**src/rtl/clock_time_ctrl.sv**
```systemverilog
// Time-of-day controller: free-running second prescaler, BCD hh:mm:ss counters and a
// two-button set-mode FSM with blinking field mask. Define CHIME_EN to build the top-of-hour chime.
module clock_time_ctrl #(
    parameter int CLK_DIV    = 1000,
    parameter int CHIME_SECS = 3
) (
    input  logic       clk,
    input  logic       rst_n,
    input  logic       btn_mode,
    input  logic       btn_inc,
    output logic [4:0] hour,
    output logic [6:0] minute,
    output logic [6:0] second,
    output logic [1:0] set_mode,
    output logic [2:0] field_blank,
    output logic       sec_tick,
    output logic       chime
);

    localparam int            PW         = $clog2(CLK_DIV);
    localparam logic [PW-1:0] PRESC_MAX  = PW'(CLK_DIV - 1);
    localparam logic [PW-1:0] PRESC_HALF = PW'(CLK_DIV / 2);

    typedef enum logic [1:0] {
        RUN      = 2'd0,
        SET_HOUR = 2'd1,
        SET_MIN  = 2'd2,
        SET_SEC  = 2'd3
    } mode_e;

    mode_e         state_q, state_d;
    logic [PW-1:0] presc_q, presc_d;
    logic [4:0]    hour_q, hour_d;
    logic [6:0]    min_q, min_d;
    logic [6:0]    sec_q, sec_d;
    logic [2:0]    blank_q, blank_d;
    logic          tick_q, tick_d;
    logic [2:0]    mode_sync_q, inc_sync_q;
    logic          mode_edge, inc_edge;

    // Two-digit BCD increment that wraps 59 -> 00.
    function automatic logic [6:0] bcd60_inc(input logic [6:0] v);
        logic [6:0] r;
        if (v[3:0] == 4'd9) begin
            r[3:0] = 4'd0;
            r[6:4] = (v[6:4] == 3'd5) ? 3'd0 : v[6:4] + 3'd1;
        end else begin
            r[3:0] = v[3:0] + 4'd1;
            r[6:4] = v[6:4];
        end
        return r;
    endfunction

    function automatic logic [4:0] hour_inc(input logic [4:0] h);
        return (h == 5'd23) ? 5'd0 : h + 5'd1;
    endfunction

    // Bits [1:0] are the synchroniser, bit [2] holds the previous synchronised level.
    always_ff @(posedge clk or negedge rst_n) begin
        if (!rst_n) begin
            mode_sync_q <= '0;
            inc_sync_q  <= '0;
        end else begin
            // NOTE: non-blocking so each flop captures its neighbour's pre-edge value and the chain really shifts.
            mode_sync_q <= {mode_sync_q[1:0], btn_mode};
            inc_sync_q  <= {inc_sync_q[1:0], btn_inc};
        end
    end

    assign mode_edge = mode_sync_q[1] & ~mode_sync_q[2];
    assign inc_edge  = inc_sync_q[1] & ~inc_sync_q[2];

    always_comb begin
        if (state_q == SET_SEC && mode_edge) begin
            presc_d = '0;
        end else if (presc_q == PRESC_MAX) begin
            presc_d = '0;
        end else begin
            presc_d = presc_q + PW'(1);
        end
    end

    assign tick_d = (presc_d == PRESC_MAX);

    always_comb begin
        // NOTE: every output of this block gets a default first, so no path can infer a latch.
        state_d = state_q;
        hour_d  = hour_q;
        min_d   = min_q;
        sec_d   = sec_q;

        if (mode_edge) begin
            case (state_q)
                RUN:      state_d = SET_HOUR;
                SET_HOUR: state_d = SET_MIN;
                SET_MIN:  state_d = SET_SEC;
                default:  state_d = RUN;
            endcase
        end

        if (state_q == RUN) begin
            if (tick_q) begin
                sec_d = bcd60_inc(sec_q);
                if (sec_q == 7'h59) begin
                    min_d = bcd60_inc(min_q);
                    if (min_q == 7'h59) begin
                        hour_d = hour_inc(hour_q);
                    end
                end
            end
        end else if (inc_edge && !mode_edge) begin
            case (state_q)
                SET_HOUR: hour_d = hour_inc(hour_q);
                SET_MIN:  min_d  = bcd60_inc(min_q);
                default:  sec_d  = bcd60_inc(sec_q);
            endcase
        end
    end

    // Blank mask is computed from next state so the registered copy lines up with set_mode.
    always_comb begin
        blank_d = 3'b000;
        if (presc_d >= PRESC_HALF) begin
            case (state_d)
                SET_HOUR: blank_d = 3'b100;
                SET_MIN:  blank_d = 3'b010;
                SET_SEC:  blank_d = 3'b001;
                default:  blank_d = 3'b000;
            endcase
        end
    end

    always_ff @(posedge clk or negedge rst_n) begin
        if (!rst_n) begin
            state_q <= RUN;
            presc_q <= '0;
            hour_q  <= '0;
            min_q   <= '0;
            sec_q   <= '0;
            blank_q <= '0;
            tick_q  <= 1'b0;
        end else begin
            state_q <= state_d;
            presc_q <= presc_d;
            hour_q  <= hour_d;
            min_q   <= min_d;
            sec_q   <= sec_d;
            blank_q <= blank_d;
            tick_q  <= tick_d;
        end
    end

`ifdef CHIME_EN
    localparam int CW = (CHIME_SECS > 0) ? $clog2(CHIME_SECS + 1) : 1;

    logic          top_q, top_d;
    logic          chime_q, chime_d;
    logic [CW-1:0] chime_cnt_q, chime_cnt_d;

    // Only a running rollover onto mm:ss = 00:00 arms the chime; edits in set mode never do.
    assign top_d = (state_q == RUN) && tick_q && (min_d == 7'h00) && (sec_d == 7'h00);

    always_comb begin
        chime_d     = chime_q;
        chime_cnt_d = chime_cnt_q;
        if (state_d != RUN) begin
            chime_d     = 1'b0;
            chime_cnt_d = '0;
        end else if (top_q) begin
            chime_d     = 1'b1;
            chime_cnt_d = CW'(CHIME_SECS);
        end else if (chime_q && tick_q) begin
            if (chime_cnt_q <= CW'(1)) begin
                chime_d     = 1'b0;
                chime_cnt_d = '0;
            end else begin
                chime_cnt_d = chime_cnt_q - CW'(1);
            end
        end
    end

    always_ff @(posedge clk or negedge rst_n) begin
        if (!rst_n) begin
            top_q       <= 1'b0;
            chime_q     <= 1'b0;
            chime_cnt_q <= '0;
        end else begin
            top_q       <= top_d;
            chime_q     <= chime_d;
            chime_cnt_q <= chime_cnt_d;
        end
    end

    assign chime = chime_q;
`else
    localparam int unused_chime_secs = CHIME_SECS;

    assign chime = 1'b0;
`endif

    assign hour        = hour_q;
    assign minute      = min_q;
    assign second      = sec_q;
    assign set_mode    = state_q;
    assign field_blank = blank_q;
    assign sec_tick    = tick_q;

endmodule

```
**config.mk**
```make
export PLATFORM = sky130hd
export DESIGN_NAME = clock_time_ctrl
export DESIGN_NICKNAME = d
export VERILOG_FILES = /design/src/rtl/clock_time_ctrl.sv
export SDC_FILE = /design/constraint.sdc
export NUM_CORES = 1
export LEC_CHECK = 0
export ABC_AREA = 1
export CORE_AREA = 2 2 80 82
export DETAILED_ROUTE_END_ITERATION = 10
export DIE_AREA = 0 0 82 84
export GPL_TIMING_DRIVEN = 0
export SYNTH_ARGS = -nofsm -noshare
export SYNTH_HDL_FRONTEND = slang
export SYNTH_SLANG_ARGS = --single-unit
```
**constraint.sdc**
```tcl
create_clock -name clk -period 2.5 [get_ports clk]
set_input_delay 0.5 -clock clk [delete_from_list [all_inputs] [get_ports clk]]
set_output_delay 0.5 -clock clk [all_outputs]
set_load 0.02 [all_outputs]
```
Yosys cells after proc, flatten, opt, wreduce, memory -nomap -nowiden
Cells that the tools add are included.
{ "word_totals": {"register_bits": 41, "out_inout_bits": 26, "elab_cells": 76} }
{ "op_classes": {"n_bitwise": 4, "order_cmp": 1, "n_addsub": 6, "n_eq_ne": 19, "muxes": 26, "reduce_logical": 11} }
{ "op_table": {"columns": ["op", "count"], "rows": [
  ["$mux 7", 11],
  ["$mux 5", 7],
  ["$eq 10x10->1 const B", 2],
  ["$mux 10", 2],
  ["$eq 7x7->1 const B", 2],
  ["$add 10x1->10 const B", 1],
  ["$ge 10x9->1 const B", 1],
  ["$mux 3", 3],
  ["$pmux 3 s3", 1],
  ["$add 4x1->4 const B", 2],
  ["$eq 2x2->1 const B", 4],
  ["$eq 4x4->1 const B", 2],
  ["$add 3x1->3 const B", 2],
  ["$eq 3x3->1 const B", 2],
  ["$ne 2x1->1 const B", 3],
  ["$pmux 2 s3", 1],
  ["$reduce_bool 2->1", 3],
  ["$add 5x1->5 const B", 1],
  ["$eq 5x5->1 const B", 1],
  ["$reduce_and 5->1", 1],
  ["$eq 2x1->1 const B", 2],
  ["$reduce_and 4->1", 1],
  ["$reduce_and 3->1", 1],
  ["$and 1x1->1", 2],
  ["other kinds (7)", 9]
]} }

Logic depth before layout (Yosys ltp)
Gate-level depths: netlist (run 1).
{ "depth": {"depth_word": 6, "ltp_mapped": 11} }

Worst setup path before layout (run 1)
OpenSTA, ideal clock, no wires.
{ "synth_path": {"kind": "register to register", "startpoint": "register state_q[0] (netlist: set_mode[0])", "endpoint": "register sec_q[6] (netlist: second[6])", "t_arrival_ns": 1.659, "path_slack_ns": 0.719, "setup_time_ns": 0.122, "t_required_ns": 2.378, "path_stages_with_launch": 11, "synth_period_minus_slack_ns": 1.781, "path_cell_list": "dfrtp_1 > inv_1 > ha_1 > inv_2 > nand3_2 > o21ai_4 > nand2_4 > nor2_2 > nand2_1 > a21oi_1 > a21oi_1"} }
{ "synth_via": {"elab_chain_len": 4} }
{ "synth_rtl": {"columns": ["element", "line_no", "text"], "rows": [
  ["start, declared", "31", "mode_e state_q, state_d;"],
  ["start signal, assigned", "143", "state_q <= state_d;"],
  ["$eq 2x2->1 / $eq 2x1->1 (equally long branches)", "112", "case (state_q)"],
  ["$reduce_or 2->1 (no line)", null, null],
  ["$ne 2x1->1 (no line)", null, null],
  ["$reduce_and 3->1 (no line)", null, null],
  ["end signal, assigned", "139", "sec_q <= '0;"],
  ["end signal, assigned", "147", "sec_q <= sec_d;"],
  ["end, declared", "35", "logic [6:0] sec_q, sec_d;"]
]} }
Several ways; a longest one is shown, not always the timed one.
A chain may end at the register's enable or synchronous reset.

Final worst setup path (run 1)
{ "layout_path": {"startpoint": "register min_q[0] (netlist: minute[0])", "endpoint": "output minute[0]"} }
{ "layout_lines": {"columns": ["element", "line_no", "text"], "rows": [
  ["start, declared", "34", "logic [6:0] min_q, min_d;"],
  ["start signal, assigned", "146", "min_q <= min_d;"],
  ["end, declared", "12", "output logic [6:0] minute,"]
]} }
No word-level cell between the ends.

==> reports/summary.log, run 1 <==
INFO  floorplanning  floorplan.core_area=6096um^2
INFO  floorplanning  chipHeight=84um
INFO  floorplanning  placement_rows=29
INFO  sta            timing_hold_violations_final=0
INFO  synthesis      synthesis.yosys.warnings=0
INFO  worst_setup_path arrival=1360ps
INFO  sta            setup_viol=0
INFO  routing        drt_iter0_drc=61
INFO  synthesis      syn-mean-instance-area=8.695um^2
INFO  clock_network  clkLatencyLatePin=290ps
INFO  synthesis      async_reset_ff_frac=1.000
INFO  clock_network  htree_depth=2
INFO  finish         regArea=1026um^2
INFO  finish         antenna_cells_inserted=0
INFO  global_routing grt_max_degree=23
INFO  sta            report.final.slew_viol_count=0
INFO  finish         final_cells=352
INFO  clock_network  cts_tree=yes
INFO  worst_setup_path worst-path-buf-inv=1
INFO  clock_network  cts_setup_buffers=0
INFO  sta            rsz0062_at_grt=no
INFO  global_routing grt_first_pass_wirelength=6417um
INFO  finish         drive_above_1_share=0.1418
INFO  finish         design.final.nets=284
INFO  power          leakage=1.232nW
INFO  placed_design  port_buffers=28
INFO  placed_design  placed_cells_incl_taps=344
INFO  floorplanning  io_pins=30
INFO  routing        avgViaCountPerCell=4.517
INFO  routing        drt_pre_antenna_iters=4
INFO  sta            finalClockSkew=7.053ps
INFO  sta            timing.hold.ws=163.1ps
INFO  clock_network  postCtsResizedCells=0
INFO  worst_setup_path worst-setup-path-type=reg2out
INFO  synthesis      netlist_area_before_placement=2069um^2
INFO  global_routing first_global_vias=1506
INFO  clock_network  ctsLongestPathBuffers=2
INFO  global_routing grt.overflow.total=0
INFO  sta            max_clock_freq=0.5386GHz
INFO  placed_design  place.gp.congestion=0.8346
INFO  clock_network  clock_tree.root_cell=sky130_fd_sc_hd__clkbuf_8
INFO  flow_run       max_cap_viol_count=0
INFO  routing        drc_errors=0
INFO  floorplanning  die_w=82um
INFO  worst_setup_path timing.critical_path.cells=clkdlybuf4s50_1
INFO  worst_setup_path required=2000ps
INFO  synthesis      yosys-top-cells-area=sky130_fd_sc_hd__dfrtp_1 (50%), sky130_fd_sc_hd__nand2_1 (7.1%), sky130_fd_sc_hd__inv_1 (6.9%)
INFO  synthesis      synth_edf_count=0
INFO  routing        final_antenna_net_count=0
INFO  worst_setup_path timing.reg2reg.setup_slack=670ps
INFO  synthesis      mappedNetlistNets=248
INFO  power          power.ir.vdd_worst=349.4uV
INFO  routing        wl=3793um
INFO  worst_setup_path crit_path_top_delay_cell=sky130_fd_sc_hd__clkdlybuf4s50_1
INFO  clock_network  cts-hold-fix-buffers=0
INFO  run_status     run_status=finished clean
INFO  clock_network  tritoncts_num_sinks=41
INFO  finish         multi_input_gate_area_in_the_final_layout=874.6um^2
INFO  routing        vias=1590
INFO  routing        routedWlPerCell=10.78um
INFO  finish         syn2layout_area_growth=24.18%
INFO  global_routing antenna_violations_before_repair=0
INFO  finish         fillerInstances=616
INFO  power          power.density_cell_area=922.1nW/um^2
INFO  worst_setup_path critical_path.max_stage_delay=630ps
INFO  sta            timing.final.crit_share=0.7426
INFO  synthesis      synthMostInstantiatedCell=sky130_fd_sc_hd__dfrtp_1
INFO  clock_network  clkSlewWorstSetupHoldPaths=80ps
INFO  synthesis      synthCells=238
INFO  sta            finalCriticalPeriod=1857ps
INFO  synthesis      synth_commonest_cells=sky130_fd_sc_hd__dfrtp_1 (41), sky130_fd_sc_hd__nand2_1 (39), sky130_fd_sc_hd__inv_1 (38)
INFO  global_routing track_usage=0.1195
INFO  synthesis      ys_seq_elements=41
INFO  worst_setup_path critical_path.startpoint_type=flip-flop
INFO  synthesis      yosysUniqueCellTypes=29
INFO  hold_path      worst_hold_path_type=in2async
INFO  clock_network  cts_made_buffers=5
INFO  synthesis      synth_ff_type=sky130_fd_sc_hd__dfrtp_1
INFO  synthesis      yosys.area.top_type=sky130_fd_sc_hd__dfrtp_1
INFO  worst_setup_path path_delay_family=buffers and inverters
INFO  sta            fin_setup_tns=0ps
INFO  floorplanning  dieArea=6888um^2
INFO  placed_design  detailedPlacementHpwl=2991um
INFO  worst_setup_path endpoint_kind=output port
INFO  synthesis      sequential_cell_area_fraction_in_the_yosys_report=0.4958
INFO  worst_setup_path worst-path-max-fanout=6
INFO  floorplanning  start_util=0.3395
INFO  synthesis      synth_top_area_frac=0.4958
metal layers:
metal  track usage  routed length (um)  vias to the layer above
li1              -                   -                      819
met1        0.1403                1732                      744
met2        0.2077                1875                       23
met3       0.03896                 149                        4
met4       0.02727                  36                        0
met5             0                   0                        -
sequential cells by signal (all words and copies together) (netlist names):
signal / count
hour: 5
second: 7
mode_sync_q: 3
field_blank: 3
sec_tick: 1
inc_sync_q: 3
minute: 7
presc_q: 10
set_mode: 2
cells by family (layout without fill, tap and decap cells):
kind of cell	after synthesis	in the layout	synth area share
flops	41	41	0.4958
compound gates	21	21	0.05865
other cells	1	1	0.001812
buf+inv	44	81	0.08162
simple gates	114	114	0.2793
fa+ha+maj	6	6	0.03627
xor+xnor	11	11	0.04656
final cells by class:
class	instances	area share
buffer	1	0.002921
clock buffer	7	0.03749
clock inverter	1	0.001947
inverter	43	0.06280
multi-input combinational	153	0.3403
sequential	41	0.3992
tap	77	0.03749
timing repair buffer	29	0.1178
placed cells by master (no fill, tap or decap):
cell	synthesis	routed
sky130_fd_sc_hd__nor2_4	2	2
sky130_fd_sc_hd__xnor2_1	3	3
sky130_fd_sc_hd__o21ai_0	9	9
sky130_fd_sc_hd__nor3_1	3	3
sky130_fd_sc_hd__nor3_4	1	1
sky130_fd_sc_hd__clkinv_2	0	1
sky130_fd_sc_hd__conb_1	1	1
sky130_fd_sc_hd__buf_2	0	1
sky130_fd_sc_hd__o21ai_4	1	1
sky130_fd_sc_hd__dfrtp_1	41	41
sky130_fd_sc_hd__inv_2	5	5
sky130_fd_sc_hd__nand2_1	39	39
sky130_fd_sc_hd__clkbuf_8	0	7
sky130_fd_sc_hd__nand4_2	1	1
sky130_fd_sc_hd__nand3_1	20	20
sky130_fd_sc_hd__nor2_1	25	25
sky130_fd_sc_hd__or2_2	1	1
sky130_fd_sc_hd__a21oi_1	8	8
sky130_fd_sc_hd__xor2_1	8	8
sky130_fd_sc_hd__nand2_2	5	5
sky130_fd_sc_hd__nand4_1	4	4
sky130_fd_sc_hd__nor2_2	8	8
sky130_fd_sc_hd__nand3b_1	1	1
sky130_fd_sc_hd__nand3_2	2	2
sky130_fd_sc_hd__clkdlybuf4s50_1	0	27
sky130_fd_sc_hd__nand2_4	1	1
sky130_fd_sc_hd__nand3b_4	1	1
sky130_fd_sc_hd__buf_4	1	1
sky130_fd_sc_hd__ha_1	6	6
sky130_fd_sc_hd__o22ai_1	1	1
sky130_fd_sc_hd__o41ai_1	1	1
sky130_fd_sc_hd__buf_16	0	1
sky130_fd_sc_hd__o21ai_1	1	1
sky130_fd_sc_hd__inv_1	38	38
path summary, 6_finish.rpt:
check,start,endpoint,cells past startpoint
setup / recovery,minute[0],minute[0],1
hold / removal,rst_n,minute[3],1
setup reg to reg,set_mode[0],second[6],10
hold reg to reg,mode_sync_q[0],mode_sync_q[1],0
max in group asynchronous,rst_n,presc_q[6],2
min in group clk,mode_sync_q[0],mode_sync_q[1],0
metrics by stage:
step / total power [mW] / area [um^2] / util / setup WS, ps
after detailed placement: 1.928 / 2469 / 0.4050 / 646.2
after global routing: 2.558 / 2570 / 0.4216 / 519.0
after CTS: 2.405 / 2570 / 0.4216 / 633.6
after global placement: 1.901 / 2446 / 0.4013 / -167.8
after floorplan: 1.584 / 2069 / - / 719.1
final: 2.370 / 2570 / 0.4216 / 643.5
power breakdown:
part	switching, mW	internal (mW)	leakage (nW)
logic	0.543	0.382	0.648
registers	0.166	0.810	0.530
clock network	0.220	0.250	0.0542
total	0.928	1.44	1.23
Power figures use the tool's default switching activity.
==> inputs of run 2 (changes only) <==
Clock period 2.5 ns to 1.93 ns, I/O delays scaled along.
==> run 2 against run 1 <==
Net effect:
- sequential share of layout area decreased by 0.27 points
- register-to-register slack got worse by 520 ps
- hold slack got worse by 110 ps
- largest cell class unchanged
==> reports/summary.log, run 2 (same netlist as run 1, synthesis figures left out) <==
INFO  run_status     run_status=finished clean
INFO  floorplanning  dieArea=6888um^2
INFO  floorplanning  io_pins=30
INFO  sta            timing_hold_violations_final=0
INFO  global_routing first_global_vias=1506
INFO  global_routing grt.overflow.total=0
INFO  worst_setup_path critical_path.startpoint_type=flip-flop
INFO  floorplanning  floorplan.core_area=6096um^2
INFO  placed_design  port_buffers=28
INFO  worst_setup_path worst-setup-path-type=reg2out
INFO  sta            max_clock_freq=0.5544GHz
INFO  power          leakage=1.240nW
INFO  sta            final_critical_path_setup_slack=126.1ps
INFO  finish         final_common_cell=sky130_fd_sc_hd__dfrtp_1
INFO  routing        drt_pre_antenna_iters=4
INFO  finish         syn2layout_area_growth=25.03%
INFO  worst_setup_path worst_r2r_endpoint=second[6]
INFO  flow_run       max_cap_viol_count=0
INFO  clock_network  clock_tree.root_cell=sky130_fd_sc_hd__clkbuf_8
INFO  routing        drt_iter0_drc=67
INFO  global_routing grt_max_degree=23
INFO  floorplanning  chipHeight=84um
INFO  global_routing track_usage=0.1195
INFO  finish         max_flop_register=presc_q
INFO  worst_setup_path worst-path-max-fanout=5
INFO  routing        wl=3791um
INFO  clock_network  ctsLongestPathBuffers=2
INFO  finish         drive_above_1_share=0.1516
INFO  sta            setup_viol=0
INFO  clock_network  clkLatencyLatePin=290ps
INFO  floorplanning  die_w=82um
INFO  finish         layout.cells.most_common_list=sky130_fd_sc_hd__dfrtp_1 (41), sky130_fd_sc_hd__nand2_1 (39), sky130_fd_sc_hd__inv_1 (38), sky130_fd_sc_hd__clkdlybuf4s50_1 (27), sky130_fd_sc_hd__nor2_1 (25)
INFO  floorplanning  placement_rows=29
INFO  sta            timing.final.crit_share=0.9347
INFO  routing        final_antenna_net_count=0
INFO  global_routing antenna_violations_before_repair=0
INFO  placed_design  place.gp.congestion=0.8346
INFO  worst_setup_path crit-reg2reg-launch=set_mode[0]
INFO  sta            finalCriticalPeriod=1804ps
INFO  finish         largest_reg_flops=10
INFO  hold_path      worst_hold_path_type=in2async
INFO  routing        routedWlPerCell=10.71um
INFO  sta            report.final.slew_viol_count=0
INFO  worst_setup_path timing.reg2reg.worst_path_depth=10
INFO  power          power.density_cell_area=1199nW/um^2
INFO  finish         design.final.nets=286
INFO  power          post-layout-total-power=3.101mW
INFO  routing        vias=1582
INFO  routing        avgViaCountPerCell=4.469
INFO  worst_setup_path endpoint_kind=output port
INFO  floorplanning  start_util=0.3395
INFO  sta            finalClockSkew=7.323ps
INFO  placed_design  place_worst_setup_slack=76.24ps
INFO  power          power.ir.vdd_worst=483.9uV
INFO  worst_setup_path arrival=1420ps
INFO  global_routing grt_first_pass_wirelength=6417um
INFO  clock_network  clkSlewWorstSetupHoldPaths=80ps
INFO  clock_network  tritoncts_num_sinks=41
INFO  sta            rsz0062_at_grt=no
INFO  clock_network  cts-hold-fix-buffers=0
INFO  finish         antenna_cells_inserted=0
INFO  worst_setup_path timing.reg2reg.setup_slack=150ps
INFO  worst_setup_path required=1540ps
INFO  routing        drc_errors=0
INFO  clock_network  htree_depth=2
INFO  clock_network  cts_made_buffers=5
INFO  placed_design  detailedPlacementHpwl=2991um
INFO  clock_network  cts_tree=yes
==> run 2: layer usage <==
| metal | vias up | track usage | part of all wire |
|---|---|---|---|
| met3 | 4 | 0.03896 | 0.040 |
| li1 | 822 | - | - |
| met4 | 0 | 0.02727 | 0.0092 |
| met2 | 25 | 0.2077 | 0.50 |
| met1 | 731 | 0.1403 | 0.45 |
| met5 | - | 0 | 0 |
==> run 2: worst max-delay path by stage <==
stage	startpoint	endpoint	slack, ps	cells past startpoint
after floorplan	set_mode[0]	second[6]	150	10
after CTS	set_mode[0]	second[6]	60	10
final	set_mode[0]	set_mode[0]	130	2
after global routing	set_mode[0]	second[6]	2	10
after global placement	rst_n	field_blank[0]	-620	1
after detailed placement	set_mode[0]	second[6]	80	10
==> run 2: timing repair <==
action                     4_1_cts  5_1_grt
setup endpoints to repair        0        5
resized for setup                0        1
buffers inserted                 0        2
==> run 2: critical path, stage by stage, from the launching register on <==
cell and delay (ps):
sky130_fd_sc_hd__dfrtp_1 410, sky130_fd_sc_hd__buf_4 130, sky130_fd_sc_hd__clkdlybuf4s50_1 590
==> run 2: report_power, final <==
| group | switching [mW] | leakage, nW | internal [mW] | total, mW |
|---|---|---|---|---|
| Clock | 0.284 | 0.0542 | 0.323 | 0.607 |
| Sequential | 0.207 | 0.530 | 1.05 | 1.26 |
| Combinational | 0.717 | 0.656 | 0.522 | 1.24 |
==> run 2: per-stage QoR <==
| stage | setup TNS, ps | utilization | cells | hold WS [ps] | instance area [um^2] |
|---|---|---|---|---|---|
| 2_1_floorplan | 0 | - | 238 | 90.41 | 2069 |
| 3_3_place_gp | -25520 | 0.4013 | 343 | 333.2 | 2446 |
| 3_5_place_dp | 0 | 0.4050 | 344 | 337.2 | 2469 |
| 4_1_cts | 0 | 0.4216 | 352 | 65.38 | 2570 |
| 5_1_grt | 0 | 0.4245 | 354 | 79.38 | 2587 |
| 6_report | 0 | 0.4245 | 354 | 49.68 | 2587 |
==> run 2: cell type report <==
cell class / instances / area [um^2]
fillers: 614 / 3508
well taps: 77 / 96.34
inverters: 43 / 161.4
flip-flops and latches: 41 / 1026
clock buffers: 7 / 96.34
plain buffers: 1 / 7.507
multi-input cells: 153 / 877.1
repair buffers: 31 / 317.8
clock inverters: 1 / 5.005
==> inputs of run 3 (changes only) <==
Clock period 1.93 ns to 1.9 ns, I/O delays scaled along.
==> run 3 against run 2 <==
Net effect:
- final area increased by 0.19%
- non-clock buffer count unchanged
- sequential share of layout area decreased by 0.077 points
- clock skew barely moved
- register-to-register slack about the same
- utilization up 0.082 points
- hold slack got worse by 6.6 ps
- power is 1.7% higher
- critical path depth is the same
- setup slack got worse by 24 ps
- via count grew 0.32%
- routed wire length is 0.11% higher
- highest routed layer unchanged
==> reports/summary.log, run 3 (same netlist as run 1, synthesis figures left out) <==
INFO  run_status     run_status=finished clean
INFO  worst_setup_path crit_path_top_delay_cell=sky130_fd_sc_hd__clkdlybuf4s50_1
INFO  routing        drt_iter0_drc=67
INFO  worst_setup_path timing.reg2reg.worst_path_depth=9
INFO  sta            fin_setup_tns=0ps
INFO  placed_design  place.gp.congestion=0.8346
INFO  finish         utilization=0.4253
INFO  routing        final_antenna_net_count=0
INFO  floorplanning  chipHeight=84um
INFO  clock_network  ctsLongestPathBuffers=2
INFO  floorplanning  start_util=0.3395
INFO  sta            setup_viol=0
INFO  placed_design  detailedPlacementHpwl=2991um
INFO  floorplanning  die_w=82um
INFO  finish         final_common_cell=sky130_fd_sc_hd__dfrtp_1
INFO  clock_network  cts_tree=yes
INFO  global_routing grt_first_pass_wirelength=6417um
INFO  worst_setup_path arrival=1420ps
INFO  clock_network  clock_tree.root_cell=sky130_fd_sc_hd__clkbuf_8
INFO  global_routing antenna_violations_before_repair=0
INFO  sta            max_clock_freq=0.5561GHz
INFO  worst_setup_path critical_path.max_stage_delay=590ps
INFO  hold_path      worst_hold_path_type=in2async
INFO  routing        avgViaCountPerCell=4.483
INFO  global_routing grt.overflow.total=0
INFO  sta            timing_hold_violations_final=0
INFO  finish         largest_reg_flops=10
INFO  clock_network  clkLatencyLatePin=290ps
INFO  sta            finalClockSkew=7.476ps
INFO  routing        drt_pre_antenna_iters=4
INFO  routing        wl=3795um
INFO  sta            report.final.slew_viol_count=0
INFO  clock_network  cts-hold-fix-buffers=0
INFO  power          power.density_cell_area=1216nW/um^2
INFO  finish         antenna_cells_inserted=0
INFO  sta            rsz0062_at_grt=yes
INFO  routing        drc_errors=0
INFO  global_routing track_usage=0.1195
INFO  sta            finalCriticalPeriod=1798ps
INFO  placed_design  place_worst_setup_slack=46.24ps
INFO  worst_setup_path timing.critical_path.cells=buf_4 > clkdlybuf4s50_1
INFO  finish         drive_above_1_share=0.1516
INFO  worst_setup_path endpoint_kind=output port
INFO  power          leakage=1.240nW
INFO  finish         syn2layout_area_growth=25.27%
INFO  worst_setup_path worst-path-max-fanout=5
INFO  worst_setup_path required=1520ps
INFO  worst_setup_path worst-setup-path-type=reg2out
INFO  worst_setup_path cp_num_cells=2
INFO  routing        vias=1587
INFO  floorplanning  placement_rows=29
INFO  global_routing first_global_vias=1506
INFO  worst_setup_path worst-path-buf-inv=2
INFO  finish         max_flop_register=presc_q
INFO  global_routing grt_max_degree=23
INFO  floorplanning  floorplan.core_area=6096um^2
INFO  finish         design.final.nets=286
INFO  finish         layout.cells.most_common_list=sky130_fd_sc_hd__dfrtp_1 (41), sky130_fd_sc_hd__nand2_1 (39), sky130_fd_sc_hd__inv_1 (38), sky130_fd_sc_hd__clkdlybuf4s50_1 (27), sky130_fd_sc_hd__nor2_1 (25)
INFO  worst_setup_path critical_path.startpoint_type=flip-flop
INFO  finish         fillerInstances=614
INFO  sta            timing.final.crit_share=0.9465
INFO  clock_network  htree_depth=2
INFO  power          post-layout-total-power=3.154mW
INFO  power          power.ir.vdd_worst=491.7uV
INFO  clock_network  clkSlewWorstSetupHoldPaths=80ps
INFO  floorplanning  io_pins=30
INFO  routing        routedWlPerCell=10.72um
INFO  sta            timing.hold.ws=43.07ps
INFO  clock_network  cts_made_buffers=5
INFO  floorplanning  dieArea=6888um^2
INFO  clock_network  tritoncts_num_sinks=41
INFO  worst_setup_path path_delay_family=buffers and inverters
INFO  sta            final_critical_path_setup_slack=101.7ps
INFO  placed_design  port_buffers=28
INFO  flow_run       max_cap_viol_count=0
[run 3: changes by cell type in the layout (fill, tap and decap cells not counted)]
cell                     before  now
sky130_fd_sc_hd__nor2_2       8    7
sky130_fd_sc_hd__nor2_4       2    3
[run 3: worst register-to-register path, delay by kind of cell (launching register included)]
kind                     cells  cell delay, ps
flip-flops                   1             410
AND/OR/NAND/NOR              3             350
buffers and inverters        3             300
AO/OA/AOI/OAI                1             250
adder cells (fa/ha/maj)      1             220
XOR/XNOR                     1             120
[run 3: final cells by class]
class,instances,area (um^2),area share
clock inverters,1,5.005,0.001930
clock buffers,7,96.34,0.03716
multi-input cells,153,882.1,0.3403
plain buffers,1,7.507,0.002896
well taps,77,96.34,0.03716
inverters,43,161.4,0.06226
flip-flops and latches,41,1026,0.3958
repair buffers,31,317.8,0.1226
[run 3: worst paths after layout]
kind                                start             end  slack, ps
min                                 rst_n       minute[3]         40
max                           set_mode[0]     set_mode[0]        100
max in group asynchronous           rst_n      presc_q[6]       1380
min reg2reg                mode_sync_q[0]  mode_sync_q[1]        340
min in group clk           mode_sync_q[0]  mode_sync_q[1]        340
max reg2reg                   set_mode[0]         hour[2]        140
[run 3: timing repair]
| item | in CTS | in global routing |
|---|---|---|
| endpoints found under the setup margin | 0 | 7 |
| setup buffers | 0 | 2 |
| gates resized for setup | 0 | 2 |
[run 3: layer usage]
layer / part of all wire / track usage
met1: 0.45 / 0.1403
met2: 0.50 / 0.2077
met3: 0.040 / 0.03896
met4: 0.0092 / 0.02727
met5: 0 / 0
[run 3: metrics by stage]
stage / cells / instance area [um^2]
final: 354 / 2592
after global routing: 354 / 2592
after CTS: 352 / 2570
after detailed placement: 344 / 2469
after global placement: 343 / 2446
after floorplan: 238 / 2069
[run 3: power breakdown]
part | total [mW] | switching, mW | internal (mW)
logic | 1.26 | 0.731 | 0.530
clock network | 0.617 | 0.289 | 0.328
registers | 1.28 | 0.210 | 1.07
